**config.mk**
```make
export PLATFORM = sky130hd
export DESIGN_NAME = cordic_sqrt_multi
export DESIGN_NICKNAME = d
export VERILOG_FILES = /design/src/rtl/cordic_pkg.sv /design/src/rtl/cordic_sqrt_step.sv /design/src/rtl/cordic_sqrt_multi.sv
export SDC_FILE = /design/constraint.sdc
export NUM_CORES = 1
export LEC_CHECK = 0
export CORE_MARGIN = 2
export CORE_UTILIZATION = 55
export CTS_BUF_LIST = sky130_fd_sc_hd__clkbuf_2 sky130_fd_sc_hd__clkbuf_4 sky130_fd_sc_hd__clkbuf_8
export DETAILED_ROUTE_END_ITERATION = 16
export PLACE_DENSITY = 0.84
export SLEW_MARGIN = 0
export SYNTH_ARGS = -nofsm -noshare
export SYNTH_HDL_FRONTEND = slang
export SYNTH_SLANG_ARGS = --single-unit
```
**constraint.sdc**
```tcl
create_clock -name clk -period 11.6 [get_ports clk]
set_input_delay 1.16 -clock clk [delete_from_list [all_inputs] [get_ports clk]]
set_output_delay 1.16 -clock clk [all_outputs]
set_load 0.02 [all_outputs]
```
**src/rtl/cordic_pkg.sv**
```systemverilog
// Shared definitions for the CORDIC block family: controller states and width helpers.
package cordic_pkg;

  typedef enum logic [1:0] {
    IDLE,
    CALC,
    DONE
  } state_e;

  // Root width for a given radicand width.
  function automatic int unsigned out_width(input int unsigned in_w);
    return in_w / 2;
  endfunction

endpackage

```
**src/rtl/cordic_sqrt_step.sv**
```systemverilog
// One shift-subtract square-root iteration: consumes two radicand bits, emits one root bit.
module cordic_sqrt_step #(
  parameter int unsigned OUT_W = 16
) (
  input  logic [OUT_W:0]   rem_in,
  input  logic [OUT_W-1:0] root_in,
  input  logic [1:0]       bits,
  output logic [OUT_W:0]   rem_out,
  output logic             root_bit
);

  logic [OUT_W+2:0] acc;
  logic [OUT_W+2:0] trial;

  always_comb begin
    acc      = {rem_in, bits};
    trial    = {1'b0, root_in, 2'b01};
    root_bit = (acc >= trial);
    // A successful subtraction always fits in OUT_W+1 bits, so the low bits suffice.
    rem_out  = root_bit ? (acc[OUT_W:0] - trial[OUT_W:0]) : acc[OUT_W:0];
  end

endmodule

```
**src/rtl/cordic_sqrt_multi.sv**
```systemverilog
// Multi-channel iterative integer square root, one root bit per cycle, channels in order.
// Define CORDIC_SQRT_ROUND_EN for round-to-nearest roots; the default build gives floor roots.
module cordic_sqrt_multi
  import cordic_pkg::*;
#(
  parameter int unsigned IN_W = 32,
  parameter int unsigned N_CH = 3
) (
  input  logic                               clk,
  input  logic                               reset,
  input  logic [N_CH*IN_W-1:0]               in_data,
  input  logic                               in_valid,
  output logic                               in_ready,
  output logic [N_CH*out_width(IN_W)-1:0]    out_root,
  output logic [N_CH*(out_width(IN_W)+1)-1:0] out_rem,
  output logic                               out_valid,
  input  logic                               out_ready,
  output logic                               busy
);

  localparam int unsigned OUT_W = out_width(IN_W);
  localparam int unsigned REM_W = OUT_W + 1;
  localparam int unsigned CH_W  = (N_CH > 1) ? $clog2(N_CH) : 1;
  localparam int unsigned IT_W  = (OUT_W > 1) ? $clog2(OUT_W) : 1;
  localparam logic [CH_W-1:0] LAST_CH = CH_W'(N_CH - 1);
  localparam logic [IT_W-1:0] LAST_IT = IT_W'(OUT_W - 1);

  state_e                  state_q;
  logic [CH_W-1:0]         ch_q;
  logic [IT_W-1:0]         iter_q;
  logic [N_CH*IN_W-1:0]    data_q;
  logic [IN_W-1:0]         rad_q;
  logic [REM_W-1:0]        prem_q;
  logic [OUT_W-1:0]        proot_q;
  logic [N_CH*OUT_W-1:0]   out_root_q;
  logic [N_CH*REM_W-1:0]   out_rem_q;
  logic                    out_valid_q;
  logic                    in_ready_q;

  logic [REM_W-1:0]        step_rem;
  logic                    step_bit;
  logic [OUT_W-1:0]        root_nxt;
  logic [OUT_W-1:0]        root_fin;
  logic [CH_W-1:0]         ch_nxt;
  logic [IN_W-1:0]         rad_load;

  cordic_sqrt_step #(
    .OUT_W(OUT_W)
  ) u_step (
    .rem_in  (prem_q),
    .root_in (proot_q),
    .bits    (rad_q[IN_W-1 -: 2]),
    .rem_out (step_rem),
    .root_bit(step_bit)
  );

  assign root_nxt = {proot_q[OUT_W-2:0], step_bit};
  assign ch_nxt   = ch_q + 1'b1;
  assign rad_load = IN_W'(data_q >> (IN_W * ch_nxt));

`ifdef CORDIC_SQRT_ROUND_EN
  // Round up when the floor remainder exceeds the floor root; saturate at all-ones.
  always_comb begin
    root_fin = root_nxt;
    if ((step_rem > {1'b0, root_nxt}) && (root_nxt != {OUT_W{1'b1}})) begin
      root_fin = root_nxt + 1'b1;
    end
  end
`else
  assign root_fin = root_nxt;
`endif

  always_ff @(posedge clk or posedge reset) begin
    if (reset) begin
      state_q     <= IDLE;
      ch_q        <= '0;
      iter_q      <= '0;
      data_q      <= '0;
      rad_q       <= '0;
      prem_q      <= '0;
      proot_q     <= '0;
      out_root_q  <= '0;
      out_rem_q   <= '0;
      out_valid_q <= 1'b0;
      in_ready_q  <= 1'b0;
    end else begin
      unique case (state_q)
        IDLE: begin
          in_ready_q <= 1'b1;
          if (in_valid && in_ready_q) begin
            in_ready_q <= 1'b0;
            data_q     <= in_data;
            rad_q      <= in_data[IN_W-1:0];
            ch_q       <= '0;
            iter_q     <= '0;
            prem_q     <= '0;
            proot_q    <= '0;
            state_q    <= CALC;
          end
        end
        CALC: begin
          if (iter_q == LAST_IT) begin
            out_root_q[ch_q*OUT_W +: OUT_W] <= root_fin;
            out_rem_q[ch_q*REM_W +: REM_W]  <= step_rem;
            iter_q  <= '0;
            prem_q  <= '0;
            proot_q <= '0;
            if (ch_q == LAST_CH) begin
              out_valid_q <= 1'b1;
              state_q     <= DONE;
            end else begin
              // Next channel starts on the very next cycle, no bubble.
              ch_q  <= ch_nxt;
              rad_q <= rad_load;
            end
          end else begin
            iter_q  <= iter_q + 1'b1;
            prem_q  <= step_rem;
            proot_q <= root_nxt;
            rad_q   <= rad_q << 2;
          end
        end
        DONE: begin
          if (out_ready) begin
            out_valid_q <= 1'b0;
            in_ready_q  <= 1'b1;
            state_q     <= IDLE;
          end
        end
        default: state_q <= IDLE;
      endcase
    end
  end

  assign in_ready  = in_ready_q;
  assign out_root  = out_root_q;
  assign out_rem   = out_rem_q;
  assign out_valid = out_valid_q;
  assign busy      = (state_q != IDLE);

endmodule

```
After elaboration in Yosys (flattened, before gate mapping)
Index checks and enable logic that the tools add are counted.

Register bits: 270. Input port bits: 100.

$add $sub $neg: 5. Multipliers: 1. Magnitude comparators: 1. Eq/ne operators: 10. Shifts and indexed selects: 5. Mux-type cells: 32. Reduce and logical (&&, ||, !) cells: 14.

Operators with widths (number): $mux W32 (3); $shr A96 B7 Y32 (1); $pmux W32 S2 (1); $bwmux W51 (1); $mux W17 (3); $shift A17 B34 Y51 const A (1); $shiftx A17 B34 Y51 (1); $bwmux W48 (1); $shift A16 B34 Y48 const A (1); $shiftx A16 B34 Y48 (1); $neg A6 Y34 (1); $neg A7 Y34 (1); $pmux W17 S2 (1); $mux W16 (2); $pmux W16 S2 (1); $ge A19 B18 Y1 (1); $sub A17 B17 Y17 (1); $mux W2 (7); $reduce_and A4 Y1 (3); $ne A2 B2 Y1 const B (5); $mux W4 (2); $pmux W4 S2 (1); $reduce_and A2 Y1 (4); $reduce_bool A2 Y1 (4); 14 further kinds (20).

Longest topological paths before layout
Depth after elaboration: 5. Depth in mapped cells: 12.

Cells and area by module
Synthesis repeated with hierarchy kept, for this count alone.

Cell total of the unflattened synthesis: 1179. Area total of the unflattened synthesis: 12657.1 um2.

Modules (own cells, without submodules): cordic_sqrt_multi (times used 1, cells each 1031, area an instance 11527.3 um2, seq. area each 6756.5 um2); cordic_sqrt_step (times used 1, cells each 148, area an instance 1129.8 um2, seq. area each 0.0 um2).

Least setup slack after synthesis
No wires, ideal clock.

Path type: register to register. Start: register ch_q[0]. End: register rad_q[2]. Library setup time: 126 ps. Data arrival time: 2624 ps. Required time: 11474 ps. Path slack: 8850 ps. Cell stages (with the launch flop): 12. Period minus slack after synthesis: 2750 ps. Cell sequence: dfrtp_1 inv_1 clkbuf_1 clkbuf_1 ha_1 clkbuf_1 buf_1 mux2i_1 o21ai_0 a22oi_1 nor2_1 a221o_1.

Word-level cells in the longest chain between the ends: 5. Elaborated cells on any way between the ends: 8.

RTL lines: start: declaration (line cordic_sqrt_multi.sv:29) `logic [CH_W-1:0] ch_q;`; start signal: assignment (line cordic_sqrt_multi.sv:113) `ch_q <= ch_nxt;`; $add A2 B1 Y2 (line cordic_sqrt_multi.sv:58) `assign ch_nxt = ch_q + 1'b1;`; $shr A96 B7 Y32 (line cordic_sqrt_multi.sv:59) `assign rad_load = IN_W'(data_q >> (IN_W * ch_nxt));`; $mux W32 (line cordic_sqrt_multi.sv:108) `if (ch_q == LAST_CH) begin`; $mux W32 (line cordic_sqrt_multi.sv:102) `if (iter_q == LAST_IT) begin`; $pmux W32 S2 (line cordic_sqrt_multi.sv:87) `unique case (state_q)`; end signal: assignment (line cordic_sqrt_multi.sv:93) `rad_q <= in_data[IN_W-1:0];`; end signal: assignment (line cordic_sqrt_multi.sv:114) `rad_q <= rad_load;`; end signal: assignment (line cordic_sqrt_multi.sv:120) `rad_q <= rad_q << 2;`; end: declaration (line cordic_sqrt_multi.sv:32) `logic [IN_W-1:0] rad_q;`.

Several ways; a longest one is shown, not always the timed one. The select of a mux whose other input is x is not followed. A chain may end at the register's enable or synchronous reset.

Worst setup path after layout
Start: register ch_q[0]. End: register out_rem_q[40] (netlist: out_rem[40]).

Word-level cells in the longest chain between the ends: 4. Elaborated cells on any way between the ends: 5.

RTL lines: $mul A2 B5 Y7 (*) (line cordic_sqrt_multi.sv:104) `out_rem_q[ch_q*REM_W +: REM_W] <= step_rem;`; $neg A7 Y34 (*) (line cordic_sqrt_multi.sv:104); $shiftx A17 B34 Y51 / $shift A17 B34 Y51 (equally long branches) (line cordic_sqrt_multi.sv:104); $bwmux W51 (*) (line cordic_sqrt_multi.sv:104); end signal: indexed assignment (line cordic_sqrt_multi.sv:104); end: declaration (line cordic_sqrt_multi.sv:36) `logic [N_CH*REM_W-1:0] out_rem_q;`.

Mark *: on every way between the ends. The rest lies on a longest branch, timed or not.

==> summary.txt <==
Place
  • Port bufs: between 200 and 250
  • GPL Wtd Cong: between 0.9 and 1
  • Post-placement cell count: roughly 1600
  • DPL Wire Length: 21400 um

Worst setup path
  • CP Capture Type: register
  • Worst Path Arrival: between 4000 and 5000 ps
  • R2R depth: 5
  • CP Launch Type: register
  • Worst reg2reg setup slack: 7410 ps
  • FF-to-FF Start: ch_q[0]$_DFFE_PP0P_
  • RR Endpoint: out_rem[40]$_DFFE_PP0P_
  • Worst Path Required: 12040 ps
  • CP max FO: 35
  • Crit Path Class: register to register

Global route
  • Vias in the first global route: ~10000
  • First-pass GRT wire length: 51900 um
  • Largest net degree at the start of global routing: 139
  • Total gr overflow: 0
  • Global-route usage over all layers: 0.269
  • Antenna violations before repair: 0

Timing
  • Period utilisation layout: 0.362
  • Setup-failing EPs final: 0
  • Worst Max-Slew Pin Slew: 1110 ps
  • Final min period: 4190 ps
  • Rel. slew slack: 0.258
  • Max Clk Rate: 238 MHz
  • Final hold slack: between 400 and 500 ps
  • RSZ-0062 raised after global routing: no
  • Clk_skew: 19.0 ps
  • Final Hold Vio Count: 0
  • Pins Over Slew Limit: 0
  • TNS Setup: 0 ps

Detailed routing
  • Drt first pass iters: 6
  • Avg WL per Cell: just under 20 um
  • Vias: about 10000
  • DRT iter0 DRCs: around 900
  • DR DRC count: 0
  • Routed wire length: roughly 32000 um
  • Post-DRT Antenna Nets: 0
  • Vias per inst: approximately 6.0

Pwr
  • Flop pwr share: 0.344
  • Leakage: around 6.7 nW
  • Worst vdd rail ir drop: about 0.00014 V
  • Switching part of the total: 0.410
  • Sw Pwr: ~0.0019 W
  • PD cells: just under 300 nW/um^2
  • Clock power frac: 0.191
  • Comb pwr share: 0.465
  • Internal power: between 0.002 and 0.003 W

CTS
  • Clock-pin slew of the registers on the worst-case setup and hold paths: approximately 60 ps
  • Hold buffers post-CTS: 0
  • Root Buffer: clkbuf_8
  • H-tree levels: 2
  • Longest Clk Path Bufs: 3
  • Post-CTS Setup Repair Bufs: 0
  • Clock latency on the worst-skew pair: between 500 and 600 ps
  • CTS buffer count: 43
  • Clock Sinks: 270
  • PostCTS Resize Cnt: 0
  • CTS tree: yes

Die
  • Die ar.: between 20000 and 25000 um^2
  • Initial core utilization: 0.557
  • Core area: about 23000 um^2
  • I/O pin total: around 200
  • Die Y-Extent: approximately 160 um
  • FP Rows: 55
  • Die W: around 160 um

Logic synthesis
  • Synth Area per Inst: 10.8 um^2
  • Ys async rst share: 1.00
  • EDFF count, synth: 0
  • Flop and latch count out of synthesis: 270
  • Unique masters post-synth: 58
  • Post-Syn Nets: around 1300
  • Synth Warn #: 0
  • Post-synthesis instance area: about 13000 um^2
  • Most common flop cell mapped by yosys: dfrtp_1
  • Synthesized netlist cell count: between 1000 and 1500
  • Seq/Total Area, Yosys: 0.537

Worst hold path
  • Worst hold start: out_root[45]$_DFFE_PP0P_
  • Hold Crit Depth: 2
  • Hold endpoint: out_root[45]$_DFFE_PP0P_
  • Worst hold path class: register to register

Cells and area
  • Final #Nets: approximately 1500
  • Layout cells sized above 1: 0.162
  • Post-route insts no fill: roughly 1700
  • Ant diodes: 0
  • Most common cell after layout, fill and taps aside: dfrtp_1
  • Commonest non-fill, non-tap cells in the layout: dfrtp_1 (270), clkdlybuf4s50_1 (201), nand2_1 (186), o21ai_0 (114), mux2_2 (102)
  • Area growth from synthesis to layout: 24.1%

Flow run
  • Max_cap viols: 0

Outcome
  • Outcome: finished clean
worst max-delay path by stage:
stage / end / cells after the start / slack, ps / startpoint
3_5_place_dp: out_rem[40]$_DFFE_PP0P_ / 5 / 7400 / ch_q[0]$_DFFE_PP0P_
5_1_grt: out_rem[40]$_DFFE_PP0P_ / 5 / 7100 / ch_q[0]$_DFFE_PP0P_
4_1_cts: out_rem[40]$_DFFE_PP0P_ / 5 / 7380 / ch_q[0]$_DFFE_PP0P_
2_1_floorplan: ch_q[0]$_DFFE_PP0P_ / 1 / 3000 / reset
6_report: out_rem[40]$_DFFE_PP0P_ / 5 / 7410 / ch_q[0]$_DFFE_PP0P_
3_3_place_gp: out_root[7]$_DFFE_PP0P_ / 4 / 7480 / reset
metrics by stage:
step                      setup WS, ps  instance area [um^2]  utilization  total power [W]
after global routing              7100                 15600        0.692          0.00482
after CTS                         7380                 15600        0.692          0.00453
after detailed placement          7400                 14700        0.651          0.00365
after floorplan                   3000                 12600            -          0.00302
after global placement            7480                 14700        0.651          0.00357
final                             7410                 15600        0.692          0.00453
worst max-delay path: stages (launching register included):
cell      delay [ps]
dfrtp_1          660
inv_1            600
ha_2            1260
nand2b_1         270
or3_1            830
o31ai_1          430
cells by family after synthesis:
family                     synth area share
xor gates and xnor gates            0.00836
AOI/OAI and AO/OA                     0.168
DFF                                   0.537
muxes                                 0.113
and+or+nand+nor                       0.114
adders and majority gates            0.0239
buffers and inverters                0.0353
state kept, by name (all words and copies together), names as in the netlist:
signal and cells:
prem_q 17, out_valid 1, iter_q 4, out_rem 51, data_q 96, ch_q 2
out_root 48, state_q 2, rad_q 32, in_ready 1, proot_q 16
power groups by stage:
stage | Sequential, W | Combinational (W) | Clock [W]
after floorplan | 0.00157 | 0.00145 | 0
after global placement | 0.00155 | 0.00202 | 0
after detailed placement | 0.00157 | 0.00209 | 0
after CTS | 0.00155 | 0.00210 | 0.000877
after global routing | 0.00160 | 0.00230 | 0.000920
final | 0.00156 | 0.00211 | 0.000865
area by class of cell:
type	count	area, um^2
sequential	270	6760
multi-input combinational	793	5400
inverter	23	93.8
fill	1677	6960
timing repair buffer	210	2080
clock inverter	8	78.8
clock buffer	66	846
tap	285	357
layer usage:
layer | GRT usage | wire length, um | vias to the layer above
li1 | - | - | 4597
met1 | 0.348 | 12800 | 4866
met2 | 0.459 | 15900 | 415
met3 | 0.0543 | 2380 | 77
met4 | 0.0861 | 947 | 0
met5 | 0 | 0 | -
synth_stat cells (2+ instances only):
library cell | n | area share
dfrtp_1 | 270 | 0.54
nand2_1 | 186 | 0.056
o21ai_0 | 114 | 0.045
mux2_2 | 102 | 0.091
nor2_1 | 47 | 0.014
o31ai_1 | 38 | 0.023
clkbuf_1 | 37 | 0.011
a21oi_1 | 30 | 0.012
buf_2 | 29 | 0.012
a22oi_1 | 28 | 0.017
mux2i_1 | 27 | 0.021
a221o_1 | 24 | 0.019
ha_1 | 24 | 0.024
nand4_1 | 24 | 0.012
inv_1 | 23 | 0.0069
o211ai_1 | 20 | 0.012
nor3_2 | 11 | 0.0088
a32o_1 | 10 | 0.0080
nor3_1 | 9 | 0.0036
a21o_1 | 8 | 0.0048
xnor2_1 | 8 | 0.0056
a221oi_1 | 6 | 0.0042
buf_1 | 6 | 0.0018
nand2b_1 | 6 | 0.0030
nand3_1 | 6 | 0.0024
o21a_1 | 5 | 0.0030
o21ai_1 | 5 | 0.0020
and2_1 | 4 | 0.0020
or3_1 | 4 | 0.0020
xor2_1 | 4 | 0.0028
a211oi_1 | 3 | 0.0018
a31o_2 | 3 | 0.0021
and3_1 | 3 | 0.0015
buf_6 | 3 | 0.0027
nor4_1 | 3 | 0.0015
o221ai_1 | 3 | 0.0021
or2_2 | 3 | 0.0015
a21oi_2 | 2 | 0.0014
and4_1 | 2 | 0.0014
clkbuf_2 | 2 | 0.00080
nand2_2 | 2 | 0.00099
o211a_1 | 2 | 0.0016
o211ai_2 | 2 | 0.0020
o311ai_1 | 2 | 0.0014
Note: power is estimated with default switching activity, not from simulation.
